--- config.mk ---
export PLATFORM = sky130hd
export DESIGN_NAME = pipe_skid_buffer_flat
export DESIGN_NICKNAME = d
export VERILOG_FILES = /design/src/rtl/pipe_skid_buffer_if.sv /design/src/rtl/pipe_skid_buffer.sv /design/src/flat_wrapper.sv
export SDC_FILE = /design/constraint.sdc
export NUM_CORES = 1
export LEC_CHECK = 0
export ABC_AREA = 1
export CORE_UTILIZATION = 54
export DETAILED_ROUTE_END_ITERATION = 12
export GPL_ROUTABILITY_DRIVEN = 0
export PLACE_DENSITY = 0.83
export SETUP_SLACK_MARGIN = 0.02
export SLEW_MARGIN = 30
export SYNTH_ARGS = -nofsm -noshare
export SYNTH_HDL_FRONTEND = slang
export SYNTH_SLANG_ARGS = --single-unit
export TNS_END_PERCENT = 10
--- constraint.sdc ---
create_clock -name clk -period 2 [get_ports clk]
set_input_delay 0.4 -clock clk [delete_from_list [all_inputs] [get_ports clk]]
set_output_delay 0.4 -clock clk [all_outputs]
set_load 0.03 [all_outputs]
--- src/rtl/pipe_skid_buffer_if.sv ---
// Handshake bundle for pipe_skid_buffer: upstream valid/ready/data, downstream valid/ready/data, occupancy.
// The flush signal exists only when PIPE_SKID_FLUSH_EN is defined.
interface pipe_skid_buffer_if #(
  parameter int WIDTH = 74
);
  logic             in_valid;
  logic [WIDTH-1:0] in_data;
  logic             in_ready;
  logic             out_valid;
  logic [WIDTH-1:0] out_data;
  logic             out_ready;
  logic [1:0]       count;
`ifdef PIPE_SKID_FLUSH_EN
  logic             flush;

  modport master (
    output in_valid, in_data, out_ready, flush,
    input  in_ready, out_valid, out_data, count
  );
  modport slave (
    input  in_valid, in_data, out_ready, flush,
    output in_ready, out_valid, out_data, count
  );
`else
  modport master (
    output in_valid, in_data, out_ready,
    input  in_ready, out_valid, out_data, count
  );
  modport slave (
    input  in_valid, in_data, out_ready,
    output in_ready, out_valid, out_data, count
  );
`endif
endinterface

--- src/rtl/pipe_skid_buffer.sv ---
// Two-entry valid/ready skid buffer between pipeline stages; optional flush via PIPE_SKID_FLUSH_EN.
// Latency: one cycle from in_xfer to out_valid/out_data.
// Backpressure: in_ready depends on registered state only, so out_ready never reaches in_ready.
module pipe_skid_buffer #(
  parameter int WIDTH = 74
) (
  input  logic                clk,
  input  logic                reset,
  pipe_skid_buffer_if.slave   bus
);

  typedef enum logic [1:0] {
    EMPTY = 2'd0,
    ONE   = 2'd1,
    TWO   = 2'd2
  } state_t;

  state_t           state;
  state_t           state_nxt;
  logic [WIDTH-1:0] m_dat;
  logic [WIDTH-1:0] s_dat;
  logic             load_m;
  logic             load_s;
  logic             m_from_s;
  logic             in_xfer;
  logic             out_xfer;

  assign bus.in_ready  = (state != TWO) & ~reset;
  assign bus.out_valid = (state != EMPTY);
  assign bus.out_data  = m_dat;
  assign bus.count     = state;

  assign in_xfer  = bus.in_valid & bus.in_ready;
  assign out_xfer = bus.out_valid & bus.out_ready;

  always_comb begin
    state_nxt = state;
    load_m    = 1'b0;
    load_s    = 1'b0;
    m_from_s  = 1'b0;
    unique case (state)
      EMPTY: begin
        if (in_xfer) begin
          load_m    = 1'b1;
          state_nxt = ONE;
        end
      end
      ONE: begin
        if (in_xfer && out_xfer) begin
          load_m = 1'b1;
        end else if (in_xfer) begin
          load_s    = 1'b1;
          state_nxt = TWO;
        end else if (out_xfer) begin
          state_nxt = EMPTY;
        end
      end
      TWO: begin
        // Skid entry moves up; upstream is already stalled here.
        if (out_xfer) begin
          load_m    = 1'b1;
          m_from_s  = 1'b1;
          state_nxt = ONE;
        end
      end
      default: state_nxt = EMPTY;
    endcase
`ifdef PIPE_SKID_FLUSH_EN
    // Flush drops both entries and any same-cycle input; payload registers keep stale data.
    if (bus.flush) begin
      state_nxt = EMPTY;
      load_m    = 1'b0;
      load_s    = 1'b0;
      m_from_s  = 1'b0;
    end
`endif
  end

  always_ff @(posedge clk) begin
    if (reset) begin
      state <= EMPTY;
      m_dat <= '0;
      s_dat <= '0;
    end else begin
      state <= state_nxt;
      if (load_m) begin
        m_dat <= m_from_s ? s_dat : bus.in_data;
      end
      if (load_s) begin
        s_dat <= bus.in_data;
      end
    end
  end

endmodule

--- src/flat_wrapper.sv ---
// flat-port wrapper written by rule: the top's interface ports become plain ports
module pipe_skid_buffer_flat 
#(
  parameter int WIDTH = 74
)
  (clk, reset, bus_in_valid, bus_in_data, bus_out_ready, bus_in_ready, bus_out_valid, bus_out_data, bus_count);
  pipe_skid_buffer_if #(.WIDTH(WIDTH)) bus_i ();
  input  logic clk;
  input  logic reset;
  input wire logic [$bits(bus_i.in_valid)-1:0] bus_in_valid;
  input wire logic [$bits(bus_i.in_data)-1:0] bus_in_data;
  input wire logic [$bits(bus_i.out_ready)-1:0] bus_out_ready;
  output wire logic [$bits(bus_i.in_ready)-1:0] bus_in_ready;
  output wire logic [$bits(bus_i.out_valid)-1:0] bus_out_valid;
  output wire logic [$bits(bus_i.out_data)-1:0] bus_out_data;
  output wire logic [$bits(bus_i.count)-1:0] bus_count;
  assign bus_i.in_valid = bus_in_valid;
  assign bus_i.in_data = bus_in_data;
  assign bus_i.out_ready = bus_out_ready;
  assign bus_in_ready = bus_i.in_ready;
  assign bus_out_valid = bus_i.out_valid;
  assign bus_out_data = bus_i.out_data;
  assign bus_count = bus_i.count;
  pipe_skid_buffer #(.WIDTH(WIDTH)) u_core (.clk(clk), .reset(reset), .bus(bus_i));
endmodule
Word-level counts from Yosys, hierarchy flattened --
Cells that the tools add are included.
Storage, ports and cells: output and inout bits 78, word-level logic and storage cells 32, register bits after elaboration 150, input bits 78
Operators by class: multiplexer cells 14, bitwise gates (word level) 4, reduce and logical (&&, ||, !) cells 4, eq/ne operators 7
Operator list (count):
- $mux W74 | 1
- $mux W2 | 5
- $mux W1 | 6
- $pmux W2 S3 | 1
- $ne A2 B1 Y1 const B | 2
- $ne A2 B2 Y1 const B | 2
- $reduce_and A4 Y1 | 1
- $and A1 B1 Y1 | 3
- $ne A3 B1 Y1 const B | 1
- $pmux W1 S3 | 1
- $eq A2 B1 Y1 const B | 1
- $eq A2 B2 Y1 const B | 1
- $logic_not A2 Y1 | 1
- $reduce_bool A2 Y1 | 1
- $logic_and A1 B1 Y1 | 1
- $not A1 Y1 | 1

Depth between registers and ports, before layout --
depth in word-level cells 6, mapped depth 10, mapped depth without buffers 8

Worst setup path after synthesis --
OpenSTA, ideal clock, no wires.
kind flip-flop to output port, start point register u_core.state[0] (netlist: u_core.bus.count[0]), end point output bus_in_ready, cell stages (with the launch flop) 6, required time 1.600 ns, path buffers 1, arrival time 1.350 ns, path slack 0.250 ns, path through dfxtp_1 -> inv_2 -> nand2_2 -> inv_2 -> clkbuf_1 -> nor2_1
Between the ends: longest elaborated chain between the ends 2
Ends and longest elaborated chain:
- from (decl) | line pipe_skid_buffer.sv:18 | state_t state;
- from (signal assigned) | line pipe_skid_buffer.sv:85 | state <= state_nxt;
- $ne A2 B2 Y1 | line pipe_skid_buffer.sv:28 | assign bus.in_ready = (state != TWO) & ~reset;
- $and A1 B1 Y1 | line pipe_skid_buffer.sv:28
- to (decl) | line flat_wrapper.sv:13 | output wire logic [$bits(bus_i.in_ready)-1:0] bus_in_ready;
Every way passes these cells.

Worst setup path in the final report --
start point register u_core.state[1] (netlist: u_core.bus.count[1]), end point output bus_count[1]
RTL lines:
- to (decl) | line flat_wrapper.sv:16 | output wire logic [$bits(bus_i.count)-1:0] bus_count;
No word-level cell between the ends.

==> results_dict.tcl <==
set metrics [dict create \
    status "complete, no violations" \
    p_sw_mw 1.96 \
    cts_buffers 17 \
    avgSynthCellArea_um2 6.34 \
    final_antenna_net_count 0 \
    synth_cell_types 17 \
    synth_area_leader_cell "dfxtp_1" \
    clkSinkCount 150 \
    clk_pin_slew_ps 50 \
    initial_core_util_pct 55.7 \
    rows 40 \
    final_util_pct 73.8 \
    critPathKind "register to primary output" \
    finalNetCount 1261 \
    grt-ovfl-total 0 \
    drive_gt1_share_pct 4.93 \
    rsz0062_at_grt "no" \
    hold_start "bus_out_ready" \
    clkPwrFrac_pct 39.4 \
    hold_path_end "u_core.bus.count[1]" \
    tightest_slew_ps 594 \
    r2r_start "u_core.bus.count[1]" \
    ys_ff_latch 150 \
    hold_path_depth 4 \
    power_frac_comb_pct 16.7 \
    dp_hpwl_mm 10.4 \
    groute.usage.overall_pct 27.5 \
    antenna_found_initial 0 \
    synth_top_cell_area_share_pct 44.7 \
    maxCapViolCount 0 \
    cts_root_buf "clkbuf_16" \
    drc 0 \
    first_pass_iters 5 \
    setup_viol 0 \
    die-area_um2 12900 \
    fp.dieH_um 114 \
    core_area_um2 12100 \
    cts_setup_buffers 0 \
    p_int_mw 5.41 \
    fin_setup_tns_ps 0 \
    cts-htree-levels 4 \
    period_share_pct 94.7 \
    hold_violations 0 \
    crit_family "buffers and inverters" \
    critPathRequiredTime_ps 1600 \
    ys_seq_area_share_pct 44.7 \
    maxSlewHeadroom_pct 60.4 \
    num_vias 6705 \
    timing.fmax_mhz 528 \
    cts_tree "yes" \
    max_stage_delay_ps 700 \
    clock_skew_ps 6.06 \
    wl_per_cell_um 12.5 \
    hold_path_class "primary input to register" \
    port_buffers 155 \
    r2r-end "u_core.bus.out_data[55]" \
    drtIter0Drc 563 \
    startpoint_type "register" \
    regArea_um2 3000 \
    end_kind "primary output" \
    grt_pass1_vias 6098 \
    grt_max_degree 150 \
    slew_violations 0 \
    synthCells 1059 \
    cp.arrival_ps 1490 \
    cp_cell_sequence "clkdlybuf4s50_1" \
    syn_to_final_growth_pct 32.5 \
    fillCellCount 993 \
    reg2reg_setup_slack_ps 550 \
    hold-worst-slack_ps 386 \
    antennaDiodeCount 0 \
    cpMaxStageDelayCell "clkdlybuf4s50_1" \
    synth-warning-count 0 \
    io_pins 156 \
    insertion_delay_ps 420 \
    p_total_mw 7.37 \
    cts_buffer_depth 2 \
    finalCriticalPeriod_ps 1890 \
    synth.area.top_cells "dfxtp_1, nand2_1, nor2_1, nand3_1, o21ai_0" \
    p_leak_nw 4.41 \
    viasPerCell 4.92 \
    seq_power_share_pct 43.9 \
    cp_max_fo 3 \
    powerDensity_nw_per_um2 829 \
    p_sw_share_pct 26.6 \
    synthesis.area_um2 6710 \
    grt_pass1_wl_mm 28.5 \
    reg2reg_depth 8 \
    vdd_drop_max_mv 0.565 \
    multi_input_area_um2 3060 \
    die_x_um 114 \
    totalWireLength_mm 17.1 \
    synth_nets 1137 \
    path_buf_inv 1 \
]
-- logic make-up after synthesis --
group,after synthesis,share of synthesized area (%)
AND/OR/NAND/NOR,679,39.6
buffers and inverters,152,9.90
flip-flops,150,44.7
AO/OA/AOI/OAI,78,5.81
-- Yosys cell counts, drive strengths merged --
cell / n
o21ai: 76
nand2: 304
nand3: 76
buf: 50
clkbuf: 22
a21oi: 2
nor2: 299
dfxtp: 150
inv: 80
-- flip-flops by register name (all words and copies together), names as in the netlist --
signal / cells
u_core.bus.out_data: 74
u_core.s_dat: 74
u_core.bus.count: 2
-- cell type report --
class,instances,share of cell area (%)
repair buffers,177,20.0
clock buffers,29,5.85
well taps,168,2.36
flip-flops and latches,150,33.8
multi-input cells,757,34.4
inverters,80,3.43
clock inverters,3,0.169
-- worst min-delay path, stage by stage --
cell and delay [ps]:
buf_2 160, inv_1 70, nand2_1 70, a21oi_1 60
-- metal layers --
metal	up-vias	part of all wire, %	GRT usage (%)
li1	3452	-	-
met3	28	6.6	6.27
met4	0	1.8	11.3
met5	-	0	0
met2	227	47	44.3
met1	2998	45	35.5
-- power groups by stage --
stage | registers [mW] | clock network (mW) | logic [mW]
after floorplan | 3.52 | 0 | 0.466
after global placement | 3.29 | 0 | 1.21
after detailed placement | 3.30 | 0 | 1.22
after CTS | 3.23 | 2.93 | 1.23
after global routing | 3.25 | 3.07 | 1.35
final | 3.23 | 2.91 | 1.23
-- how the worst max path moves through the flow --
stage,to,cells past startpoint,slack [ps],from
after floorplan,bus_in_ready,5,250,u_core.bus.count[0]
after global placement,u_core.s_dat[61],7,150,reset
after detailed placement,u_core.bus.out_data[58],9,110,reset
after CTS,bus_in_ready,6,40,u_core.bus.count[0]
after global routing,bus_in_ready,6,30,u_core.bus.count[0]
final,bus_count[1],1,110,u_core.bus.count[1]
-- cell usage in the layout, fill, tap and decap left out --
master	count
dfxtp_2	1
dlygate4sd2_1	1
clkinv_2	3
buf_12	6
nand3_1	75
clkbuf_1	7
a21oi_1	2
clkbuf_8	5
clkdlybuf4s50_1	152
dfxtp_1	149
nand3_2	1
nor2_4	1
clkbuf_16	17
inv_1	76
nand2_2	2
inv_2	2
o21ai_1	1
o21ai_0	75
buf_2	1
buf_4	17
nor2_1	298
nand2_4	1
inv_4	2
nand2_1	301
-- what timing repair did --
item	4_1_cts	5_1_grt
endpoints found under the setup margin	1	1
hold buffers	0	0
resized for setup	1	3
-- per-stage QoR --
stage | std cells | area, um2 | setup slack (ps)
6_report | 1364 | 8900 | 105
5_1_grt | 1364 | 8900 | 34.9
4_1_cts | 1364 | 8890 | 38.8
3_5_place_dp | 1332 | 8360 | 110
3_3_place_gp | 1332 | 8360 | 146
2_1_floorplan | 1059 | 6710 | 250
Note: power is estimated with default switching activity, not from simulation.
